--- config.mk ---
export PLATFORM = sky130hd
export DESIGN_NAME = time_counter
export DESIGN_NICKNAME = d
export VERILOG_FILES = /design/src/rtl/clock_pkg.sv /design/src/rtl/time_counter_tick_gen.sv /design/src/rtl/time_counter.sv
export SDC_FILE = /design/constraint.sdc
export NUM_CORES = 1
export LEC_CHECK = 0
export ABC_AREA = 1
export CAP_MARGIN = 25
export CORE_UTILIZATION = 48
export CTS_BUF_LIST = sky130_fd_sc_hd__clkbuf_4 sky130_fd_sc_hd__clkbuf_8
export DETAILED_ROUTE_END_ITERATION = 8
export PLACE_DENSITY = 0.71
export SLEW_MARGIN = 30
export SYNTH_ARGS = -nofsm -noshare
export SYNTH_HDL_FRONTEND = slang
export SYNTH_SLANG_ARGS = --single-unit
--- constraint.sdc ---
create_clock -name clk -period 2.1 [get_ports clk]
set_clock_uncertainty 0.05 [all_clocks]
set_input_delay 0.42 -clock clk [delete_from_list [all_inputs] [get_ports clk]]
set_output_delay 0.42 -clock clk [all_outputs]
set_load 0.1 [all_outputs]
--- src/rtl/clock_pkg.sv ---
`default_nettype none
// ============================================================================
//  Module      : clock_pkg
//  Description : Shared time-of-day definitions for the clock core, the alarm
//                comparator and the display. Packed time layout:
//                [16:12] hours 0-23, [11:6] minutes 0-59, [5:0] seconds 0-59.
//                Provides field widths, field limits, slice positions, a
//                packed struct matching the bus layout and a validity check.
//  Revision    : 1.0  initial release
// ============================================================================
package clock_pkg;

    localparam int TIME_W = 17;
    localparam int HOUR_W = 5;
    localparam int MIN_W  = 6;
    localparam int SEC_W  = 6;

    localparam logic [HOUR_W-1:0] HOUR_MAX = 5'd23;
    localparam logic [MIN_W-1:0]  MIN_MAX  = 6'd59;
    localparam logic [SEC_W-1:0]  SEC_MAX  = 6'd59;

    // Field slice positions within the packed time bus
    localparam int SEC_LSB  = 0;
    localparam int SEC_MSB  = SEC_LSB + SEC_W - 1;
    localparam int MIN_LSB  = SEC_MSB + 1;
    localparam int MIN_MSB  = MIN_LSB + MIN_W - 1;
    localparam int HOUR_LSB = MIN_MSB + 1;
    localparam int HOUR_MSB = HOUR_LSB + HOUR_W - 1;

    // Member order matches the bus layout, hours in the MSBs
    typedef struct packed {
        logic [HOUR_W-1:0] hours;
        logic [MIN_W-1:0]  mins;
        logic [SEC_W-1:0]  secs;
    } time_t;

    // True when every field of a packed time is within its legal range
    function automatic logic time_valid(input logic [TIME_W-1:0] t);
        return (t[HOUR_MSB:HOUR_LSB] <= HOUR_MAX) &&
               (t[MIN_MSB:MIN_LSB]   <= MIN_MAX)  &&
               (t[SEC_MSB:SEC_LSB]   <= SEC_MAX);
    endfunction

endpackage
`default_nettype wire

--- src/rtl/time_counter_tick_gen.sv ---
`default_nettype none
// ============================================================================
//  Module      : tick_gen
//  Description : 1 Hz prescaler. Counts 0..CLK_FREQ-1 while en is high and
//                flags the terminal count combinationally so the parent can
//                advance time on the same edge the counter wraps.
//  Ports       : clk      - system clock
//                rst      - asynchronous active-high reset
//                en       - count enable; low freezes the count
//                clear    - synchronous clear, overrides en
//                terminal - high while the count sits at CLK_FREQ-1 and en=1
//  Revision    : 1.0  initial release
// ============================================================================
module tick_gen #(
    parameter int CLK_FREQ = 100_000_000
) (
    input  logic clk,
    input  logic rst,
    input  logic en,
    input  logic clear,
    output logic terminal
);

    localparam int               CNT_W = $clog2(CLK_FREQ);
    localparam logic [CNT_W-1:0] TC    = CNT_W'(CLK_FREQ - 1);

    logic [CNT_W-1:0] count_q;
    logic [CNT_W-1:0] count_d;

    assign terminal = en && (count_q == TC);

    always_comb begin
        count_d = count_q;
        if (clear) begin
            count_d = '0;
        end else if (en) begin
            count_d = terminal ? '0 : count_q + 1'b1;
        end
    end

    always_ff @(posedge clk or posedge rst) begin
        if (rst) begin
            count_q <= '0;
        end else begin
            count_q <= count_d;
        end
    end

endmodule
`default_nettype wire

--- src/rtl/time_counter.sv ---
`default_nettype none
// ============================================================================
//  Module      : time_counter
//  Description : Free-running hh:mm:ss time-of-day core. Divides clk to 1 Hz
//                via tick_gen and keeps the packed time bus. Accepts a
//                validated time load and, when built with CLOCK_ADJUST_EN,
//                minute/hour push-button adjust.
//                Same-edge priority: rst > valid load > adjust > advance.
//  Config      : CLOCK_ADJUST_EN - enables inc_min/inc_hour edge-detected
//                adjust; otherwise those inputs are ignored.
//  Ports       : clk, rst        - clock, async active-high reset
//                en              - run enable (loads/adjusts still work)
//                set_time        - load time_set_in on this edge if valid
//                time_set_in[16:0] - packed time to load
//                inc_min/inc_hour  - adjust buttons (debounced)
//                time_out[16:0]  - current packed time, registered
//                sec_tick        - pulse with each counted seconds update
//                day_tick        - pulse with 23:59:59 -> 00:00:00
//  Revision    : 1.0  initial release
// ============================================================================
module time_counter
    import clock_pkg::*;
#(
    parameter int CLK_FREQ = 100_000_000
) (
    input  logic              clk,
    input  logic              rst,
    input  logic              en,
    input  logic              set_time,
    input  logic [TIME_W-1:0] time_set_in,
    input  logic              inc_min,
    input  logic              inc_hour,
    output logic [TIME_W-1:0] time_out,
    output logic              sec_tick,
    output logic              day_tick
);

    time_t time_q;
    time_t time_d;
    time_t load_val;
    logic  sec_tick_q;
    logic  sec_tick_d;
    logic  day_tick_q;
    logic  day_tick_d;
    logic  load_ok;
    logic  tc;
    logic  min_rise;
    logic  hour_rise;

    assign load_val = time_t'(time_set_in);
    assign load_ok  = set_time && time_valid(time_set_in);

    // A valid load restarts the second so the first tick lands CLK_FREQ later
    tick_gen #(
        .CLK_FREQ (CLK_FREQ)
    ) u_tick_gen (
        .clk      (clk),
        .rst      (rst),
        .en       (en),
        .clear    (load_ok),
        .terminal (tc)
    );

`ifdef CLOCK_ADJUST_EN
    logic inc_min_q;
    logic inc_hour_q;

    // Edge detect: one increment per press regardless of hold time
    always_ff @(posedge clk or posedge rst) begin
        if (rst) begin
            inc_min_q  <= 1'b0;
            inc_hour_q <= 1'b0;
        end else begin
            inc_min_q  <= inc_min;
            inc_hour_q <= inc_hour;
        end
    end

    assign min_rise  = inc_min  && !inc_min_q;
    assign hour_rise = inc_hour && !inc_hour_q;
`else
    logic unused_adjust;

    assign unused_adjust = inc_min ^ inc_hour;
    assign min_rise      = 1'b0;
    assign hour_rise     = 1'b0;
`endif

    always_comb begin
        time_d     = time_q;
        sec_tick_d = 1'b0;
        day_tick_d = 1'b0;
        if (load_ok) begin
            time_d = load_val;
        end else if (min_rise || hour_rise) begin
            // Adjust pre-empts the seconds advance; minutes never carry here
            if (min_rise) begin
                time_d.mins = (time_q.mins == MIN_MAX) ? '0 : time_q.mins + 1'b1;
            end
            if (hour_rise) begin
                time_d.hours = (time_q.hours == HOUR_MAX) ? '0 : time_q.hours + 1'b1;
            end
        end else if (tc) begin
            sec_tick_d = 1'b1;
            if (time_q.secs == SEC_MAX) begin
                time_d.secs = '0;
                if (time_q.mins == MIN_MAX) begin
                    time_d.mins = '0;
                    if (time_q.hours == HOUR_MAX) begin
                        time_d.hours = '0;
                        day_tick_d   = 1'b1;
                    end else begin
                        time_d.hours = time_q.hours + 1'b1;
                    end
                end else begin
                    time_d.mins = time_q.mins + 1'b1;
                end
            end else begin
                time_d.secs = time_q.secs + 1'b1;
            end
        end
    end

    always_ff @(posedge clk or posedge rst) begin
        if (rst) begin
            time_q     <= '0;
            sec_tick_q <= 1'b0;
            day_tick_q <= 1'b0;
        end else begin
            time_q     <= time_d;
            sec_tick_q <= sec_tick_d;
            day_tick_q <= day_tick_d;
        end
    end

    assign time_out = time_q;
    assign sec_tick = sec_tick_q;
    assign day_tick = day_tick_q;

endmodule
`default_nettype wire

==> metrics.md, run 1 <==
| Metric | Value |
|---|---|
| Most prevalent standard cell on the critical path | sky130_fd_sc_hd__nand2_2 |
| Routed wire per std cell | between 10 and 15 um |
| Min-delay worst type | in2async |
| Max VDD drop | 996 uV |
| Sequential cell area | roughly 1200 um2 |
| Data required time at the worst endpoint | approximately 2200 ps |
| Clk buf depth | 2 |
| Terminus of the critical flop-to-flop path | time_out[11] |
| Final Max Slew Viols | 0 |
| Post-Syn Area per Cell | about 6.7 um2 |
| Post-DP Area | 3580 um2 |
| Count of synthesis-stage warnings from yosys | 0 |
| Cell count after placement | between 500 and 600 |
| Root buffer cell | sky130_fd_sc_hd__clkbuf_8 |
| Clock tree from TritonCTS | built |
| Number of buffers created by CTS | 5 |
| Final Non-Filler Cells | 581 |
| Clock-pin slew on the worst setup and hold paths | around 90 ps |
| Number of enable flip-flop cells after synthesis | 0 |
| Number of filler instances in the final layout | around 570 |
| Half-perimeter wire length after placement | about 5.3 mm |
| Cts hold-fix bufs | 0 |
| X dimension of the die | 81.7 um |
| Layout Cell Area excl Fill | 3670 um2 |
| Number of instances in the synthesized netlist | about 460 |
| Pin count of the biggest net entering global routing | 28 |
| Detailed Routing Iterations Pass 1 | 4 |
| Reported leakage power | between 1.5 and 2 nW |
| Tmin final | around 1900 ps |
| DRT antenna net count | 0 |
| RSZ-0062 raised after global routing | false |
| Via count | 2939 |
| Count of final hold-check violations | 0 |
| Final global-route overflow total | 0 |
| Sort of element at the end of the critical path | flip-flop |
| Die ar. | approximately 6700 um2 |
| Arrival time reported for the critical path endpoint | slightly above 2000 ps |
| Footprint of the multi-input gates | roughly 1600 um2 |
| Kind of critical path | reg2reg |
| Mapped Nets | between 400 and 500 |
| Antenna violations before repair | 0 |
| Mapped Area | slightly above 3000 um2 |
| Number of different library cells in the post-synthesis netlist | 29 |
| Number of cells on the worst reg-to-reg path | 11 |
| Predominant post-synthesis flop cell | sky130_fd_sc_hd__dfrtp_1 |
| Setup slack, reg-to-reg | ~220 ps |
| Clock latency at the later pin of the worst-skew pair | about 300 ps |
| Transition at the pin with the smallest max-transition slack | about 470 ps |
| Total setup buffers inserted after CTS | 0 |
| Die boundary height | 81.7 um |
| Fraction of layout instances using a drive strength above 1 | approximately an eighth |
| Worst path cell trace | ha_1, nand2_2, nor2_4, nand2_2, nor2_2, nand2_2, nand2_4, buf_4, nand2_4, nand2_1, nand2_1 |
| H-tree depth | 2 |
| Top cell type by total area after synthesis | sky130_fd_sc_hd__dfrtp_1 |
| Clock Sink Count | 46 |
| Initial DRC count | roughly 190 |
| IO buf count | 39 |
| Count of instances resized after the clock tree is built | 0 |
| Area grow syn2layout | 20.4% |
| Longest individual stage delay on the worst path | 380 ps |
| Diode insertion count for antenna repair | 0 |
| Fraction of synthesis flops using an asynchronous set or reset pin | 100% |
| Dpl ws | -44.0 ps |
| Floorplan Core Area | 6030 um2 |
| Number of placement rows | 28 |
| Leading post-synthesis cells by cell area | sky130_fd_sc_hd__dfrtp_1, sky130_fd_sc_hd__nand2_1, sky130_fd_sc_hd__nand3_1, sky130_fd_sc_hd__inv_1, sky130_fd_sc_hd__nor2_1 |
| Worst slew margin relative to its limit | 68.6% |
| Final critical-path share of the clock period | between 80% and 90% |
| Global-route wire length before repair | between 10 and 15 mm |
| Vias per cell | 5.06 |
| Effective utilization at floorplan | 50.6% |
| Max-cap check violation count | 0 |
| Number of global-route vias before repair | about 2600 |
| Sequential area share after synthesis | a little under two fifths |
| Share of Yosys cell area claimed by the top area cell type | between 30% and 40% |
| Kind of launch point of the worst setup path | flip-flop |
| Post-layout net count | approximately 530 |
| Power density cells | 946 nW/um2 |
| Source of the worst register-to-register timing path | u_tick_gen.count_q[1] |
| Placer congestion estimate | approximately 0.85 |
| Flops & latches, synth | 46 |
| Setup-violating endpoint count in the final report | 0 |
| Outcome | finished, final reports clean |
| Boundary pin count | 42 |
| Highest-delay cell along the critical path | sky130_fd_sc_hd__dfrtp_1 |
| DRC violations left | 0 |
| CP Max Fanout | 14 |
| Maximum clock frequency | between 0.5 and 0.6 GHz |
| Final core area utilization | between 60% and 70% |
| Setup WS post-layout | 216 ps |
| Final wirelength | 7.08 mm |
| GRT Util Overall | roughly 23% |
[cell type report]
| type | instances | area share (%) |
|---|---|---|
| timing repair buffer | 52 | 14.0 |
| clock inverter | 1 | 0.136 |
| clock buffer | 7 | 2.45 |
| tap | 75 | 2.56 |
| inverter | 56 | 5.73 |
| sequential | 46 | 31.5 |
| multi-input combinational | 344 | 43.6 |
[synth_stat cells, types with 4 or more instances]
cell,instances
sky130_fd_sc_hd__nand4_1,11
sky130_fd_sc_hd__ha_1,4
sky130_fd_sc_hd__dfrtp_1,46
sky130_fd_sc_hd__o21ai_0,18
sky130_fd_sc_hd__nand2_2,4
sky130_fd_sc_hd__nand3b_1,4
sky130_fd_sc_hd__nor2_1,49
sky130_fd_sc_hd__xor2_1,4
sky130_fd_sc_hd__a21oi_1,16
sky130_fd_sc_hd__inv_1,53
sky130_fd_sc_hd__nand3_1,43
sky130_fd_sc_hd__buf_4,4
sky130_fd_sc_hd__nand2_1,166
sky130_fd_sc_hd__nor3_1,5
[layout by cell type (no fill, tap or decap), types with 4 or more instances in the layout]
cell type	synthesis	final
sky130_fd_sc_hd__buf_4	4	26
sky130_fd_sc_hd__xor2_1	4	4
sky130_fd_sc_hd__ha_1	4	4
sky130_fd_sc_hd__a21oi_1	16	16
sky130_fd_sc_hd__nand4_1	11	11
sky130_fd_sc_hd__clkdlybuf4s50_1	0	20
sky130_fd_sc_hd__nor2_1	49	49
sky130_fd_sc_hd__nand3_1	43	43
sky130_fd_sc_hd__o21ai_0	18	18
sky130_fd_sc_hd__nand2_2	4	4
sky130_fd_sc_hd__nor3_1	5	5
sky130_fd_sc_hd__dfrtp_2	0	4
sky130_fd_sc_hd__dfrtp_1	46	42
sky130_fd_sc_hd__buf_12	0	6
sky130_fd_sc_hd__nand3b_1	4	4
sky130_fd_sc_hd__inv_1	53	52
sky130_fd_sc_hd__nand2_1	166	166
sky130_fd_sc_hd__clkbuf_8	0	6
[per-stage QoR]
step	total power, mW	hold slack [ps]	setup TNS [ps]
final	3.47	402	0
after global routing	3.66	432	0
after CTS	3.49	412	0
after detailed placement	2.92	457	-454
after global placement	2.90	450	-46.0
after floorplan	2.50	424	0
[routing by layer]
metal | wire (um) | GRT usage, %
met5 | 0 | 0
met4 | 93 | 8.07
met3 | 270 | 4.67
met2 | 3260 | 36.1
met1 | 3460 | 31.7
[registers in the layout (all words and copies together) (netlist names)]
| name | count |
|---|---|
| day_tick | 1 |
| time_out | 17 |
| sec_tick | 1 |
| u_tick_gen.count_q | 27 |
[worst max path at each step]
stage	end	startpoint
after floorplan	time_out[12]	time_out[3]
after global placement	time_out[11]	en
after detailed placement	time_out[6]	en
after CTS	time_out[6]	u_tick_gen.count_q[1]
after global routing	u_tick_gen.count_q[4]	set_time
final	time_out[11]	u_tick_gen.count_q[1]
[cells by family after synthesis]
| logic type | share of synthesized area (%) |
|---|---|
| xor gates and xnor gates | 2.01 |
| and+or+nand+nor | 42.5 |
| AOI/OAI and AO/OA | 6.32 |
| DFF | 37.8 |
| buffers and inverters | 9.73 |
| adders and majority gates | 1.64 |
[worst max-delay path: cells and delay by family, from the launching register on]
| family | cells | cell delay (ps) |
|---|---|---|
| and+or+nand+nor | 9 | 930 |
| DFF | 1 | 380 |
| buffers and inverters | 1 | 230 |
| adders and majority gates | 1 | 180 |
[report_power, final]
| group | total, mW | internal (mW) | switching (mW) |
|---|---|---|---|
| registers | 1.22 | 1.01 | 0.204 |
| logic | 1.69 | 0.451 | 1.24 |
| clock network | 0.568 | 0.279 | 0.289 |
(Power assumes the default switching activity.)
==> run 2: changes to the inputs <==
--- a/config.mk
+++ b/config.mk
@@ -10,7 +10,8 @@
 export CORE_UTILIZATION = 48
 export CTS_BUF_LIST = sky130_fd_sc_hd__clkbuf_4 sky130_fd_sc_hd__clkbuf_8
 export DETAILED_ROUTE_END_ITERATION = 8
-export PLACE_DENSITY = 0.71
+export GPL_TIMING_DRIVEN = 0
+export PLACE_DENSITY_LB_ADDON = 0.2
 export SLEW_MARGIN = 30
 export SYNTH_ARGS = -nofsm -noshare
 export SYNTH_HDL_FRONTEND = slang
==> metrics.md, run 2 (same netlist as run 1, synthesis figures left out) <==
| Metric | Value |
|---|---|
| Highest-delay cell along the critical path | sky130_fd_sc_hd__clkdlybuf4s15_1 |
| Final core area utilization | 59.6% (-1.4 points) |
| Final critical-path share of the clock period | 97.8% (+8.1 points) |
| Kind of launch point of the worst setup path | flip-flop |
| Detailed Routing Iterations Pass 1 | 4 (unchanged) |
| Clock share of power | 16.9% (+0.5 points) |
| Number of buffers created by CTS | 5 (unchanged) |
| Final Non-Filler Cells | 579 (-0.34%) |
| DRC violations left | 0 (unchanged) |
| Die boundary height | 81.7 um (unchanged) |
| CP Max Fanout | 8 (-6) |
| Sw Pwr | 1.73 mW (about the same) |
| Final setup TNS | 0 ps (unchanged) |
| Vias per cell | 5.10 (+0.89%) |
| Die ar. | 6670 um2 (unchanged) |
| Tmin final | 2050 ps (+170 ps) |
| Effective utilization at floorplan | 50.6% (unchanged) |
| Area grow syn2layout | 17.7% |
| Final Max Slew Viols | 0 (unchanged) |
| Pin count of the biggest net entering global routing | 47 (+68%) |
| Clk buf depth | 2 (unchanged) |
| Clock latency at the later pin of the worst-skew pair | 300 ps (about the same) |
| Data required time at the worst endpoint | 1630 ps (-610 ps) |
| Longest individual stage delay on the worst path | 850 ps (+470 ps) |
| Sort of element at the end of the critical path | primary output |
| Comb power frac | 48.1% (-0.5 points) |
| Placer congestion estimate | 0.870 (+1.9%) |
| H-tree depth | 2 (unchanged) |
| Routed wire per std cell | 12.6 um (+3.5%) |
| Cell-internal power | 1.66 mW (-4.8%) |
| Clock tree from TritonCTS | built |
| Max-cap check violation count | 0 (unchanged) |
| Root buffer cell | sky130_fd_sc_hd__clkbuf_8 |
| Boundary pin count | 42 (unchanged) |
| RSZ-0062 raised after global routing | false |
| Global-route wire length before repair | 12.6 mm (+7.9%) |
| GRT Util Overall | 24.6% (+1.5 points) |
| Total setup buffers inserted after CTS | 0 (unchanged) |
| Transition at the pin with the smallest max-transition slack | 964 ps (+494 ps) |
| Max VDD drop | 1030 uV (+3.7%) |
| Power density cells | 945 nW/um2 (-0.11%) |
| Commonest non-fill, non-tap cells in the layout | sky130_fd_sc_hd__nand2_1, sky130_fd_sc_hd__inv_1, sky130_fd_sc_hd__nor2_1 |
| DRT antenna net count | 0 (unchanged) |
| Half-perimeter wire length after placement | 5.40 mm (+2.2%) |
| Diode insertion count for antenna repair | 0 (unchanged) |
| Maximum clock frequency | 0.487 GHz (-8.3%) |
| Post-DP Area | 3540 um2 (-1.0%) |
| Via count | 2955 (+0.54%) |
| Cell count after placement | 571 (-0.35%) |
| Sequential share of power | 35.0% (about the same) |
| Min-delay worst type | reg2reg |
| Flip-flop count of the largest register, all copies and words added | 27 (unchanged) |
| Layout Cell Area excl Fill | 3590 um2 (-2.2%) |
| Antenna violations before repair | 0 (unchanged) |
| X dimension of the die | 81.7 um (unchanged) |
| Clock-pin slew on the worst setup and hold paths | 80 ps (about the same) |
| Delay-heaviest family, CP | buffers and inverters |
| Outcome | finished, final reports clean |
| Worst path cell trace | clkdlybuf4s15_1 |
| Final global-route overflow total | 0 (unchanged) |
| Arrival time reported for the critical path endpoint | 1580 ps (-440 ps) |
| Count of final hold-check violations | 0 (unchanged) |
| Sw Ratio | 51.0% (+1.2 points) |
| Number of placement rows | 28 (unchanged) |
| Number of global-route vias before repair | 2849 (+11%) |
| Final wirelength | 7.31 mm (+3.2%) |
| Initial DRC count | 236 (+22%) |
| IO buf count | 39 (unchanged) |
| Floorplan Core Area | 6030 um2 (unchanged) |
| Leading cell type in the layout, fill and taps excluded | sky130_fd_sc_hd__nand2_1 |
| Fraction of layout instances using a drive strength above 1 | 10.1% (-2.9 points) |
| Clock Sink Count | 46 (unchanged) |
| Buffers & Inverters on Critical Path | 1 (unchanged) |
| Post-layout net count | 530 (-0.38%) |
| Kind of critical path | reg2out |
| Worst slew margin relative to its limit | 36.0% (-33 points) |
| Register with the highest flop count | u_tick_gen.count_q |
| Setup-violating endpoint count in the final report | 0 (unchanged) |
| Reported leakage power | 1.78 nW (-2.1%) |
run 2: final cells by class:
type / count / area [um2]
timing repair buffer: 39 / 348
sequential: 46 / 1160
buffer: 11 / 86.3
clock buffer: 8 / 91.3
inverter: 56 / 213
tap: 75 / 93.8
multi-input combinational: 344 / 1600
fill: 589 / 2440
run 2: power by group through the flow:
stage / sequential, mW / clock (mW) / combinational, mW
2_1_floorplan: 2.01 / 0 / 0.491
3_3_place_gp: 1.20 / 0 / 1.70
3_5_place_dp: 1.20 / 0 / 1.72
4_1_cts: 1.18 / 0.581 / 1.64
5_1_grt: 1.21 / 0.614 / 1.75
6_report: 1.19 / 0.573 / 1.63
run 2: stage by stage:
step,total power [mW],hold slack [ps],worst slack (ps)
floorplan,2.50,424,34.8
global placement,2.90,447,-620
detailed placement,2.92,454,-72.6
CTS,3.41,476,8.83
global route,3.58,512,12.8
finish,3.39,470,46.0
run 2: worst paths after layout:
kind / start / endpoint / slack, ps / depth (start not counted)
worst max-delay path: time_out[6] / time_out[6] / 50 / 1
worst min-delay path: u_tick_gen.count_q[0] / u_tick_gen.count_q[0] / 470 / 2
worst max register to register: u_tick_gen.count_q[1] / time_out[7] / 330 / 11
worst min register to register: u_tick_gen.count_q[0] / u_tick_gen.count_q[0] / 470 / 2
max in group asynchronous: rst / time_out[0] / 1080 / 2
min in group asynchronous: rst / time_out[12] / 480 / 2
run 2: timing repair:
item	CTS	global route
setup endpoints to repair	19	13
hold buffers	0	0
gates resized for setup	22	17
run 2: routing by layer:
| metal | up-vias | part of all wire, % | GRT usage [%] |
|---|---|---|---|
| li1 | 1528 | - | - |
| met1 | 1342 | 46 | 32.4 |
| met2 | 83 | 48 | 40.3 |
| met3 | 2 | 6.1 | 5.00 |
| met4 | 0 | 0.42 | 8.42 |
| met5 | - | 0 | 0 |
